## config.mk

```make
export PLATFORM = sky130hd
export DESIGN_NAME = scarv_cop_dispatch
export DESIGN_NICKNAME = d
export VERILOG_FILES = /design/src/rtl/scarv_cop_dispatch.sv
export SDC_FILE = /design/constraint.sdc
export NUM_CORES = 1
export LEC_CHECK = 0
export ABC_AREA = 1
export CAP_MARGIN = 40
export CORE_MARGIN = 2
export CORE_UTILIZATION = 35
export CTS_BUF_LIST = sky130_fd_sc_hd__clkbuf_8
export DETAILED_ROUTE_END_ITERATION = 16
export HOLD_SLACK_MARGIN = 0.08
export PLACE_DENSITY = 0.9
export SYNTH_ARGS = -nofsm -noshare
export SYNTH_HDL_FRONTEND = slang
export SYNTH_SLANG_ARGS = --single-unit
```

## constraint.sdc

```tcl
create_clock -name g_clk -period 5.95 [get_ports g_clk]
set_clock_uncertainty 0.15 [all_clocks]
set_input_delay 1.785 -clock g_clk [delete_from_list [all_inputs] [get_ports g_clk]]
set_output_delay 1.785 -clock g_clk [all_outputs]
set_load 0.01 [all_outputs]
```

## src/rtl/scarv_cop_dispatch.sv

```systemverilog
// Instruction sequencer and one-hot functional-unit dispatcher for the SCARV coprocessor.
// Optional watchdog timeout is enabled by defining SCARV_COP_DISPATCH_WATCHDOG_EN.
module scarv_cop_dispatch #(
  parameter int NFU     = 4,
  parameter int WDT_W   = 8,
  parameter int WDT_MAX = 200
) (
  input  logic              g_clk,
  input  logic              g_reset,
  input  logic              cpu_insn_req,
  output logic              cop_insn_ack,
  input  logic              cpu_abort_req,
  output logic              cop_insn_rsp,
  input  logic              cpu_insn_ack,
  input  logic              id_exception,
  input  logic [NFU-1:0]    id_fu_sel,
  input  logic [4:0]        id_rd,
  output logic [NFU-1:0]    fu_ivalid,
  output logic              fu_abort,
  input  logic [NFU-1:0]    fu_idone,
  input  logic [3*NFU-1:0]  fu_result,
  input  logic [NFU-1:0]    fu_gpr_wen,
  input  logic [32*NFU-1:0] fu_gpr_wdata,
  output logic              cop_wen,
  output logic [4:0]        cop_waddr,
  output logic [31:0]       cop_wdata,
  output logic [2:0]        cop_result
);

  localparam logic [2:0] L_RES_BAD_INS = 3'b010;
  localparam logic [2:0] L_RES_WDT     = 3'b111;

  if (NFU < 1 || NFU > 8 || WDT_MAX < 1 || WDT_MAX >= (1 << WDT_W)) begin : g_param_check
    $error("scarv_cop_dispatch: parameter out of range");
  end

  typedef enum logic [1:0] {S_IDLE, S_WAITING, S_EXECUTING, S_FINISHED} state_t;

  state_t      r_state;
  logic        r_ack;
  logic        r_rsp;
  logic        r_wen;
  logic [4:0]  r_waddr;
  logic [31:0] r_wdata;
  logic [2:0]  r_result;

  logic        w_accept;
  logic        w_exec;
  logic        w_bad;
  logic        w_fin;
  logic        w_wdt_expire;
  logic [2:0]  w_sel_result;
  logic        w_sel_wen;
  logic [31:0] w_sel_wdata;
  logic [2:0]  w_cap_result;
  logic        w_cap_wen;

  assign w_accept = cpu_insn_req && r_ack;
  assign w_exec   = (r_state == S_EXECUTING);
  assign w_bad    = (id_exception || !$onehot(id_fu_sel)) && w_accept;

`ifdef SCARV_COP_DISPATCH_WATCHDOG_EN
  localparam logic [WDT_W-1:0] L_WDT_LAST = WDT_W'(WDT_MAX - 1);
  logic [WDT_W-1:0] r_wdt;

  // Counter reads n-1 in the n-th EXECUTING cycle, so expiry lands on cycle WDT_MAX.
  always_ff @(posedge g_clk) begin
    if (g_reset) begin
      r_wdt <= '0;
    end else if (w_accept) begin
      r_wdt <= '0;
    end else if (w_exec) begin
      r_wdt <= r_wdt + 1'b1;
    end
  end

  assign w_wdt_expire = w_exec && (r_wdt == L_WDT_LAST);
`else
  assign w_wdt_expire = 1'b0;
`endif

  assign w_fin = (|(fu_idone & id_fu_sel)) || w_bad || w_wdt_expire;

  // Gated by reset so FUs never see a stale issue while the FSM is being cleared.
  assign fu_ivalid = ((w_accept || w_exec) && !w_bad && !g_reset) ? id_fu_sel : '0;
  assign fu_abort  = w_exec && (cpu_abort_req || w_wdt_expire) && !g_reset;

  always_comb begin
    w_sel_result = '0;
    w_sel_wen    = 1'b0;
    w_sel_wdata  = '0;
    for (int i = 0; i < NFU; i++) begin
      if (id_fu_sel[i]) begin
        w_sel_result = w_sel_result | fu_result[3*i +: 3];
        w_sel_wen    = w_sel_wen | fu_gpr_wen[i];
        w_sel_wdata  = w_sel_wdata | fu_gpr_wdata[32*i +: 32];
      end
    end
  end

  assign w_cap_result = w_bad ? L_RES_BAD_INS : (w_wdt_expire ? L_RES_WDT : w_sel_result);
  assign w_cap_wen    = w_sel_wen && !w_bad && !w_wdt_expire;

  always_ff @(posedge g_clk) begin
    if (g_reset) begin
      r_state  <= S_IDLE;
      r_ack    <= 1'b0;
      r_rsp    <= 1'b0;
      r_wen    <= 1'b0;
      r_waddr  <= '0;
      r_wdata  <= '0;
      r_result <= '0;
    end else begin
      case (r_state)
        S_IDLE: begin
          r_state <= S_WAITING;
          r_ack   <= 1'b1;
        end
        S_WAITING: begin
          if (w_accept) begin
            r_ack <= 1'b0;
            if (w_fin) begin
              r_state  <= S_FINISHED;
              r_rsp    <= 1'b1;
              r_result <= w_cap_result;
              r_wen    <= w_cap_wen;
              r_waddr  <= id_rd;
              r_wdata  <= w_sel_wdata;
            end else begin
              r_state <= S_EXECUTING;
            end
          end
        end
        S_EXECUTING: begin
          // Abort beats a simultaneous finish; captured outputs are left untouched.
          if (cpu_abort_req) begin
            r_state <= S_WAITING;
            r_ack   <= 1'b1;
          end else if (w_fin) begin
            r_state  <= S_FINISHED;
            r_rsp    <= 1'b1;
            r_result <= w_cap_result;
            r_wen    <= w_cap_wen;
            r_waddr  <= id_rd;
            r_wdata  <= w_sel_wdata;
          end
        end
        S_FINISHED: begin
          if (r_rsp && cpu_insn_ack) begin
            r_state <= S_WAITING;
            r_rsp   <= 1'b0;
            r_ack   <= 1'b1;
          end
        end
        default: begin
          r_state <= S_IDLE;
          r_ack   <= 1'b0;
          r_rsp   <= 1'b0;
        end
      endcase
    end
  end

  assign cop_insn_ack = r_ack;
  assign cop_insn_rsp = r_rsp;
  assign cop_wen      = r_wen;
  assign cop_waddr    = r_waddr;
  assign cop_wdata    = r_wdata;
  assign cop_result   = r_result;

endmodule
```

==> metrics, run 1 <==
status finished clean; root buf cell clkbuf_8; Max VDD drop 0.264 mV; period utilization 96.3%; I/O pin cnt 211; Yosys warning count 0; Core ar. 7770 µm²; clk_lat worst skew 0.29 ns; Critical-path top delay cell fa_1; CTS buffer count 5; Post-Syn Nets 630; crit end category primary output; Slew @ Worst Pin 0.493 ns; Mapped Avg Cell Area 6.16 µm²; WL/cell 13.9 µm; dpl hpwl 8000 µm; CTS tree built; initial antenna violation count 0; post-synthesis sequential area ratio 31.8%; First DRT Iteration DRCs 194; DRC viols 0; RePlAce Congestion 0.795; Distinct cells, synth 25; Area growth syn-to-layout 78.1%; pin count of the biggest net entering global routing 47; die height 93.9 µm; # hold bufs at CTS 0; Synth Instances 460; most common cell after layout, fill and taps aside clkdlybuf4s50_1; Total GRT Usage 22.6%; RSZ-0062 raised after global routing no; full die area 8830 µm²; CP peak stage delay 0.52 ns; Post-CTS Setup Inserts 0; WL final 10500 µm; CTS max path bufs 2; ANT nets after route 0; worst path cell trace dlygate4sd2_1 > inv_2 > fa_1 > inv_1 > ha_1 > ha_1 > nor2_1 > nand2_1 > nand2_2 > o211ai_1 > nor2_1 > buf_2; Final Hold Fails 0; Starting Density 36.5%; Worst-path clk slew 0.08 ns; Antenna diodes 0; WS Path Type primary input to primary output; fin util 64.9%; global-route wire length before repair 16200 µm; Vias/cell 4.89; Lkg Pwr 0.00215 µW; most frequent cells in the layout clkdlybuf4s50_1, nand2_1, nor2_1; gr ovfl total 0; Min Clock Period, post-route 5.73 ns; htree depth 2; via count 3721; fin. max-slew vios 0; Power per Cell Area 340 nW/µm²; Final Setup Violations 0; # rows 32; total power 1720 µW; post-synthesis cell area 2830 µm²; Nets 828; die width 93.9 µm; flops & latches, synth 45; layout cells sized above 1 6.37%; critical path required time 4.01 ns; Synth Flop Type dfxtp_1; Hold WC Path Type register to register; CP Max Fanout 4; Async S/R FF share, synth 0%; max_slew headroom 67.1%; CTS sink cnt 45; critical path data arrival time 3.79 ns; Port Buffers 210; Startpoint Class primary input; Fmax achieved 175 MHz; vias in the first global route 3617; Pre-antenna DRT Iters 5; Max Cap Viol 0; EDFF count, synth 0
==> metal layers <==
| layer | GRT usage (%) | up-vias | share of wire (%) |
|---|---|---|---|
| li1 | - | 1862 | - |
| met1 | 23.9 | 1684 | 38 |
| met2 | 43.8 | 159 | 52 |
| met3 | 5.78 | 16 | 9.0 |
| met4 | 6.28 | 0 | 1.5 |
| met5 | 0 | - | 0 |
==> through the flow <==
| stage | setup slack [ns] | cell area [µm²] | hold WS, ns | setup TNS [ns] | cells |
|---|---|---|---|---|---|
| 2_1_floorplan | 0.123 | 2830 | 0.351 | 0 | 460 |
| 3_3_place_gp | -0.353 | 4940 | 0.312 | -1.40 | 753 |
| 3_5_place_dp | -0.452 | 4940 | 0.321 | -1.78 | 753 |
| 4_1_cts | 0.0139 | 5040 | 0.341 | 0 | 761 |
| 5_1_grt | 0.0334 | 5040 | 0.363 | 0 | 761 |
| 6_report | 0.222 | 5040 | 0.335 | 0 | 761 |
==> cell type report <==
type	count	area, µm²
clock buffer	6	82.6
clock inverter	2	37.5
fill	646	2730
inverter	21	86.3
multi-input combinational	367	1660
sequential	45	901
tap	102	128
timing repair buffer	218	2150
==> synth_stat cells, types with 2 or more instances <==
| cell | count | share of area (%) |
|---|---|---|
| clkinv_1 | 2 | 0.27 |
| nand2_1 | 171 | 23 |
| clkbuf_1 | 7 | 0.93 |
| nand4_1 | 35 | 7.7 |
| nand2_2 | 5 | 1.1 |
| nand3_1 | 4 | 0.71 |
| dfxtp_1 | 45 | 32 |
| a21oi_1 | 6 | 1.1 |
| nor2_2 | 10 | 2.2 |
| nor2_1 | 82 | 11 |
| buf_2 | 10 | 1.8 |
| o21ai_1 | 10 | 1.8 |
| buf_6 | 7 | 2.8 |
| nor3_1 | 2 | 0.35 |
| buf_1 | 2 | 0.27 |
| inv_1 | 18 | 2.4 |
| o21ai_0 | 31 | 5.5 |
| ha_1 | 6 | 2.7 |
==> power by group <==
group	leakage, µW	internal [µW]	switching [µW]
registers	0.000371	439	74.0
logic	0.00172	479	486
clock network	0.0000574	137	101
==> cell families (layout without fill, tap and decap cells) <==
logic type | Yosys count | after routing | synth area share, %
buffers and inverters | 48 | 247 | 9.50
and+or+nand+nor | 311 | 311 | 46.4
DFF | 45 | 45 | 31.8
adders and majority gates | 7 | 7 | 3.36
AOI/OAI and AO/OA | 49 | 49 | 8.88
==> worst paths after layout <==
check	slack (ns)	cells after the start	to	start
max reg2reg	3.80	9	cop_wdata[0]	r_state[0]
min	0.34	2	cop_waddr[1]	cop_waddr[1]
max	0.22	12	fu_ivalid[2]	id_fu_sel[0]
min reg2reg	0.34	2	cop_waddr[1]	cop_waddr[1]
==> timing repair <==
action	4_1_cts	5_1_grt
setup endpoints to repair	4	4
gates resized for setup	18	4
pin swaps	5	2
==> worst max-delay path, delay by kind of cell <==
| kind | cells | cell delay (ns) |
|---|---|---|
| compound gates | 1 | 0.14 |
| buf+inv | 4 | 0.47 |
| simple gates | 4 | 0.39 |
| fa+ha+maj | 3 | 1.00 |
==> flip-flops by register name, indices dropped and copies added, names as in the netlist <==
name and count:
cop_wen 1, cop_result 3, cop_insn_rsp 1, cop_wdata 32, cop_insn_ack 1, cop_waddr 5, r_state 2
Power figures use the tool's default switching activity.
==> run 2: changes to the inputs <==
--- a/config.mk
+++ b/config.mk
@@ -12,7 +12,7 @@
 export CTS_BUF_LIST = sky130_fd_sc_hd__clkbuf_8
 export DETAILED_ROUTE_END_ITERATION = 16
 export HOLD_SLACK_MARGIN = 0.08
-export PLACE_DENSITY = 0.9
+export PLACE_DENSITY = 0.86
 export SYNTH_ARGS = -nofsm -noshare
 export SYNTH_HDL_FRONTEND = slang
 export SYNTH_SLANG_ARGS = --single-unit
==> run 2 against run 1 <==
  * Power down 2.4%
  * Combinational power is essentially flat
  * Cell count up 0.13%
  * Sequential share of layout area rose by 0.094 points
  * Sequential power about the same
  * Final area is 0.52% lower
  * Clock-buffer cell count decreased by 1
  * Critical path type unchanged
  * Via count down 0.91%
  * Largest power group unchanged
  * Fmax is 0.59% higher
==> metrics, run 2 (synthesis results as in run 1) <==
Worst Hold Slack 0.339 ns (+0.00367 ns); full die area 8830 µm² (unchanged); CP peak stage delay 0.53 ns (about the same); Startpoint Class primary input; reg2reg path depth 9 (unchanged); # rows 32 (unchanged); die width 93.9 µm (unchanged); most frequent cells in the layout clkdlybuf4s50_1, nand2_1, nor2_1; dpl hpwl 7950 µm (-0.57%); I/O pin cnt 211 (unchanged); critical path data arrival time 3.76 ns (-0.03 ns); worst reg2reg startpoint r_state[0]; Max Cap Viol 0 (unchanged); critical path required time 4.01 ns (about the same); Core ar. 7770 µm² (unchanged); Final Setup Violations 0 (unchanged); layout cells sized above 1 6.52% (+0.14 points); RR Endpoint cop_wdata[23]; die height 93.9 µm (unchanged); setup slack, reg-to-reg 3.74 ns (-0.06 ns); period utilization 95.7% (-0.57 points); Area growth syn-to-layout 77.2%; Post-Place Cells 754 (+0.13%); cell area after layout 5020 µm² (-0.52%); WHS Endpoint cop_wdata[13]; Min Clock Period, post-route 5.69 ns (-0.0338 ns); Fmax achieved 176 MHz (+0.59%); vias in the first global route 3575 (-1.2%); Vias/cell 4.84 (-1.0%); ANT nets after route 0 (unchanged); pin count of the biggest net entering global routing 47 (unchanged); TNS Setup 0 ns (unchanged); RSZ-0062 raised after global routing no; fin. max-slew vios 0 (unchanged); CTS buffer count 5 (unchanged); Slew @ Worst Pin 0.507 ns (+0.0137 ns); total power 1680 µW (-2.4%); worst path cell trace dlygate4sd2_1 > inv_2 > fa_1 > inv_1 > ha_1 > ha_1 > nor2_1 > nand2_1 > nand2_2 > o211ai_1 > nor2_1 > buf_2; Critical-path top delay cell fa_1; Power per Cell Area 334 nW/µm² (-1.8%); WS Path Type primary input to primary output; Worst-path clk slew 0.09 ns (about the same); global-route wire length before repair 16500 µm (+2.4%); via count 3687 (-0.91%); most common cell after layout, fill and taps aside clkdlybuf4s50_1; Largest register FFs 32 (unchanged); Cell Area, Placed 4950 µm² (+0.15%); max_slew headroom 66.2% (-0.94 points); status finished clean; worst hold path startpoint cop_wdata[13]; WL final 10700 µm (+1.7%); RePlAce Congestion 0.862 (+8.4%); First DRT Iteration DRCs 108 (-44%); Nets 829 (+0.12%); gr ovfl total 0 (unchanged); htree depth 2 (unchanged); CTS tree built; Total GRT Usage 23.3% (+0.69 points); CP Max Fanout 4 (unchanged); # hold bufs at CTS 0 (unchanged); Lkg Pwr 0.00213 µW (-0.74%); Hold Crit Depth 2 (unchanged); DRC viols 0 (unchanged); CTS sink cnt 45 (unchanged); Finished Layout Cells 762 (+0.13%); Antenna diodes 0 (unchanged); clk_lat worst skew 0.29 ns (about the same); Port Buffers 210 (unchanged); CTS max path bufs 2 (unchanged); Pre-antenna DRT Iters 4 (-1); root buf cell clkbuf_8; Max VDD drop 0.253 mV (-4.4%); initial antenna violation count 0 (unchanged); Hold WC Path Type register to register; crit end category primary output; # fillers 674 (+4.3%); WL/cell 14.1 µm (+1.6%); Starting Density 36.5% (unchanged); Post-CTS Setup Inserts 0 (unchanged); Final Hold Fails 0 (unchanged)
## run 2: cell count changes in the layout (fill, tap and decap cells not counted), sizes merged
cell and change:
buf +1, bufinv -1, clkbuf -1, clkinv +1
dlygate4sd2 +1, dlymetal6s2s -1, inv +1
## run 2: worst max-delay path, delay by kind of cell
kind	cells	cell delay, ns
adders and majority gates	3	0.99
buffers and inverters	4	0.46
and+or+nand+nor	4	0.37
AOI/OAI and AO/OA	1	0.14
## run 2: final cells by class
| cell class | instances | area, µm² | area share [%] |
|---|---|---|---|
| repair buffers | 219 | 2150 | 42.9 |
| multi-input cells | 367 | 1660 | 33.1 |
| flip-flops and latches | 45 | 901 | 18.0 |
| well taps | 102 | 128 | 2.54 |
| inverters | 21 | 86.3 | 1.72 |
| clock buffers | 5 | 68.8 | 1.37 |
| clock inverters | 3 | 21.3 | 0.424 |
## run 2: per-stage QoR
step                      util, %  setup WS (ns)
final                        64.6          0.256
after global routing         64.6          0.100
after global placement       63.7         -0.351
after floorplan                 -          0.123
after CTS                    64.5        0.00707
after detailed placement     63.7         -0.437
## run 2: worst max path at each step
stage / startpoint / end / slack [ns] / depth (start not counted)
floorplan: id_fu_sel[1] / fu_ivalid[0] / 0.12 / 12
global placement: id_fu_sel[0] / fu_ivalid[0] / -0.35 / 12
detailed placement: id_fu_sel[0] / fu_ivalid[0] / -0.44 / 12
CTS: id_fu_sel[3] / fu_ivalid[0] / 0.007 / 12
global route: id_fu_sel[0] / fu_ivalid[0] / 0.10 / 12
finish: id_fu_sel[0] / fu_ivalid[3] / 0.26 / 12
## run 2: report_power, final
part	internal (µW)	switching [µW]
Clock	83.5	111
Sequential	439	75.8
Combinational	480	486
Total	1000	673
## run 2: routing by layer
layer  up-vias  GRT usage [%]  part of all wire [%]
li1       1863              -                     -
met1      1664           25.4                    40
met2       145           43.5                    49
met3        15           7.38                   9.2
met4         0           5.56                   1.5
met5         -              0                     0
## run 2: timing repair
action                     4_1_cts  5_1_grt
setup endpoints to repair        4        4
gates resized for setup         21        1
gates cloned                     0        0
pin swaps                        5        1
==> run 3: changes to the inputs <==
--- a/config.mk
+++ b/config.mk
@@ -7,10 +7,12 @@
 export LEC_CHECK = 0
 export ABC_AREA = 1
 export CAP_MARGIN = 40
+export CORE_ASPECT_RATIO = 0.75
 export CORE_MARGIN = 2
 export CORE_UTILIZATION = 35
 export CTS_BUF_LIST = sky130_fd_sc_hd__clkbuf_8
 export DETAILED_ROUTE_END_ITERATION = 16
+export GPL_ROUTABILITY_DRIVEN = 1
 export HOLD_SLACK_MARGIN = 0.08
 export PLACE_DENSITY = 0.86
 export SYNTH_ARGS = -nofsm -noshare
==> run 3 against run 2 <==
  * First-iteration DRC count is 9.3% higher
  * Power is 0.91% lower
  * Non-clock buffer count is 2 higher
==> metrics, run 3 (synthesis results as in run 1) <==
Int Pwr 1000 µW (-0.18%); cell area after layout 5020 µm² (about the same); Place WS -0.525 ns (-0.0880 ns); die width 108 µm (+15%); status finished clean; Port Buffers 210 (unchanged); max_slew headroom 66.9% (+0.72 points); CTS tree built; CTS max path bufs 2 (unchanged); Worst-path clk slew 0.08 ns (about the same); Power per Cell Area 331 nW/µm² (-0.93%); most frequent cells in the layout clkdlybuf4s50_1, nand2_1, nor2_1; vias in the first global route 3453 (-3.4%); Total GRT Usage 22.1% (-1.2 points); Max VDD drop 0.173 mV (-31%); CP top delay family adder cells; Max Cap Viol 0 (unchanged); Worst Hold Slack 0.335 ns (-0.00365 ns); sequential share of power 31.0% (+0.3 points); Startpoint Class primary input; clock share of power 10.4% (-1.2 points); CTS buffer count 5 (unchanged); initial antenna violation count 0 (unchanged); root buf cell clkbuf_8; layout cells sized above 1 6.97% (+0.45 points); Pre-antenna DRT Iters 7 (+3); Largest register FFs 32 (unchanged); Sw Share 39.7% (-0.44 points); CTS sink cnt 45 (unchanged); via count 3696 (+0.24%); fin. max-slew vios 0 (unchanged); Final Setup Violations 0 (unchanged); Vias/cell 4.83 (-0.15%); Multi-input gate area 1670 µm² (+0.30%); Critical-path top delay cell fa_1; gr ovfl total 0 (unchanged); DRC viols 0 (unchanged); # fillers 706 (+4.7%); CP peak stage delay 0.49 ns (-0.04 ns); logic gate share of total power 58.7% (+1.0 points); First DRT Iteration DRCs 118 (+9.3%); Slew @ Worst Pin 0.496 ns (-0.0109 ns); ANT nets after route 0 (unchanged); I/O pin cnt 211 (unchanged); # rows 28 (-13%); htree depth 2 (unchanged); CP Max Fanout 2 (-2); RSZ-0062 raised after global routing no; Cell Area, Placed 4950 µm² (about the same); Seq. cell area 901 µm² (unchanged); pin count of the biggest net entering global routing 47 (unchanged); Area growth syn-to-layout 77.2% (about the same); Lkg Pwr 0.00213 µW (-0.24%); clk_lat worst skew 0.29 ns (about the same); Nets 831 (+0.24%); TNS Setup 0 ns (unchanged); Starting Density 35.9% (-0.53 points); Fmax achieved 173 MHz (-1.5%); Min Clock Period, post-route 5.78 ns (+0.0847 ns); Antenna diodes 0 (unchanged); die height 81.9 µm (-13%); crit end category primary output; Final Hold Fails 0 (unchanged); Net Switching 660 µW (-2.0%); WS Path Type primary input to primary output; Most Frequent Cell on Critical Path ha_1; Final WS setup 0.171 ns (-0.0847 ns); full die area 8830 µm² (about the same); global-route wire length before repair 15600 µm (-5.8%); period utilization 97.1% (+1.4 points); WL final 10200 µm (-4.9%); Core ar. 7880 µm² (+1.5%); most common cell after layout, fill and taps aside clkdlybuf4s50_1; WP buf/inv 5 (+1); worst path cell trace dlygate4sd2_1 > inv_2 > fa_1 > inv_1 > ha_1 > ha_1 > nor2_1 > nand2_1 > nand2_2 > o211ai_1 > buf_4 > nor2_2 > buf_2; Hold WC Path Type register to register; dpl hpwl 7570 µm (-4.9%); critical path data arrival time 3.84 ns (+0.08 ns); RePlAce Congestion 0.970 (+13%); # hold bufs at CTS 0 (unchanged); critical path required time 4.01 ns (about the same); WL/cell 13.3 µm (-5.3%)
run 3: cell count changes in the layout (fill, tap and decap cells not counted):
cell,previous run,this run
clkinvlp_4,1,0
clkdlybuf4s15_1,0,1
clkbuf_2,0,1
nor2_2,10,12
buf_4,9,11
nor2_1,82,80
dlygate4sd2_1,2,1
dlymetal6s2s_1,1,0
inv_6,1,0
run 3: through the flow:
step           power (µW)  utilization (%)  std cells
3_3_place_gp         1470             62.8        757
6_report             1660             63.7        765
3_5_place_dp         1500             62.8        757
5_1_grt              1800             63.7        765
4_1_cts              1680             63.7        765
2_1_floorplan        1080                -        460
run 3: area by class of cell:
| type | count | share of cell area (%) |
|---|---|---|
| Clock inverter | 1 | 0.0998 |
| Timing Repair Buffer | 221 | 43.0 |
| Clock buffer | 5 | 1.37 |
| Multi-Input combinational cell | 367 | 33.2 |
| Inverter | 21 | 1.72 |
| Tap cell | 105 | 2.62 |
| Sequential cell | 45 | 18.0 |
run 3: path summary, 6_finish.rpt:
kind | to | cells after the start | slack, ns | from
worst min register to register | cop_wdata[11] | 2 | 0.34 | cop_wdata[11]
worst min-delay path | cop_wdata[11] | 2 | 0.34 | cop_wdata[11]
worst max-delay path | fu_ivalid[3] | 13 | 0.17 | id_fu_sel[3]
worst max register to register | cop_wdata[5] | 9 | 3.76 | r_state[0]
run 3: worst reg2reg max path, cell delays in order, from the launching register on:
cell,delay (ns)
dfxtp_1,0.39
inv_1,0.10
ha_1,0.27
nand2_1,0.14
o21ai_1,0.09
a21oi_2,0.17
nand2_4,0.30
inv_8,0.34
nor2_1,0.07
nor2_1,0.11
run 3: power groups by stage:
stage	Sequential [µW]	Clock, µW	Combinational (µW)
floorplan	578	0	502
global placement	516	0	951
detailed placement	521	0	978
CTS	515	178	985
global route	534	190	1080
finish	514	172	974
run 3: layer usage:
| metal | routed length (µm) | track usage [%] | vias to the layer above | share of wire [%] |
|---|---|---|---|---|
| met5 | 0 | 0 | - | 0 |
| met4 | 157 | 5.77 | 0 | 1.5 |
| met3 | 931 | 6.19 | 10 | 9.1 |
| met2 | 5090 | 42.7 | 146 | 50 |
| met1 | 4020 | 23.9 | 1670 | 39 |
| li1 | - | - | 1870 | - |
run 3: timing repair:
| item | CTS | global route |
|---|---|---|
| endpoints found under the setup margin | 4 | 4 |
| setup buffers | 2 | 0 |
| resized for setup | 23 | 4 |
| pin swaps | 2 | 1 |
| gates cloned | 0 | 0 |
| hold endpoints to repair | 0 | 0 |
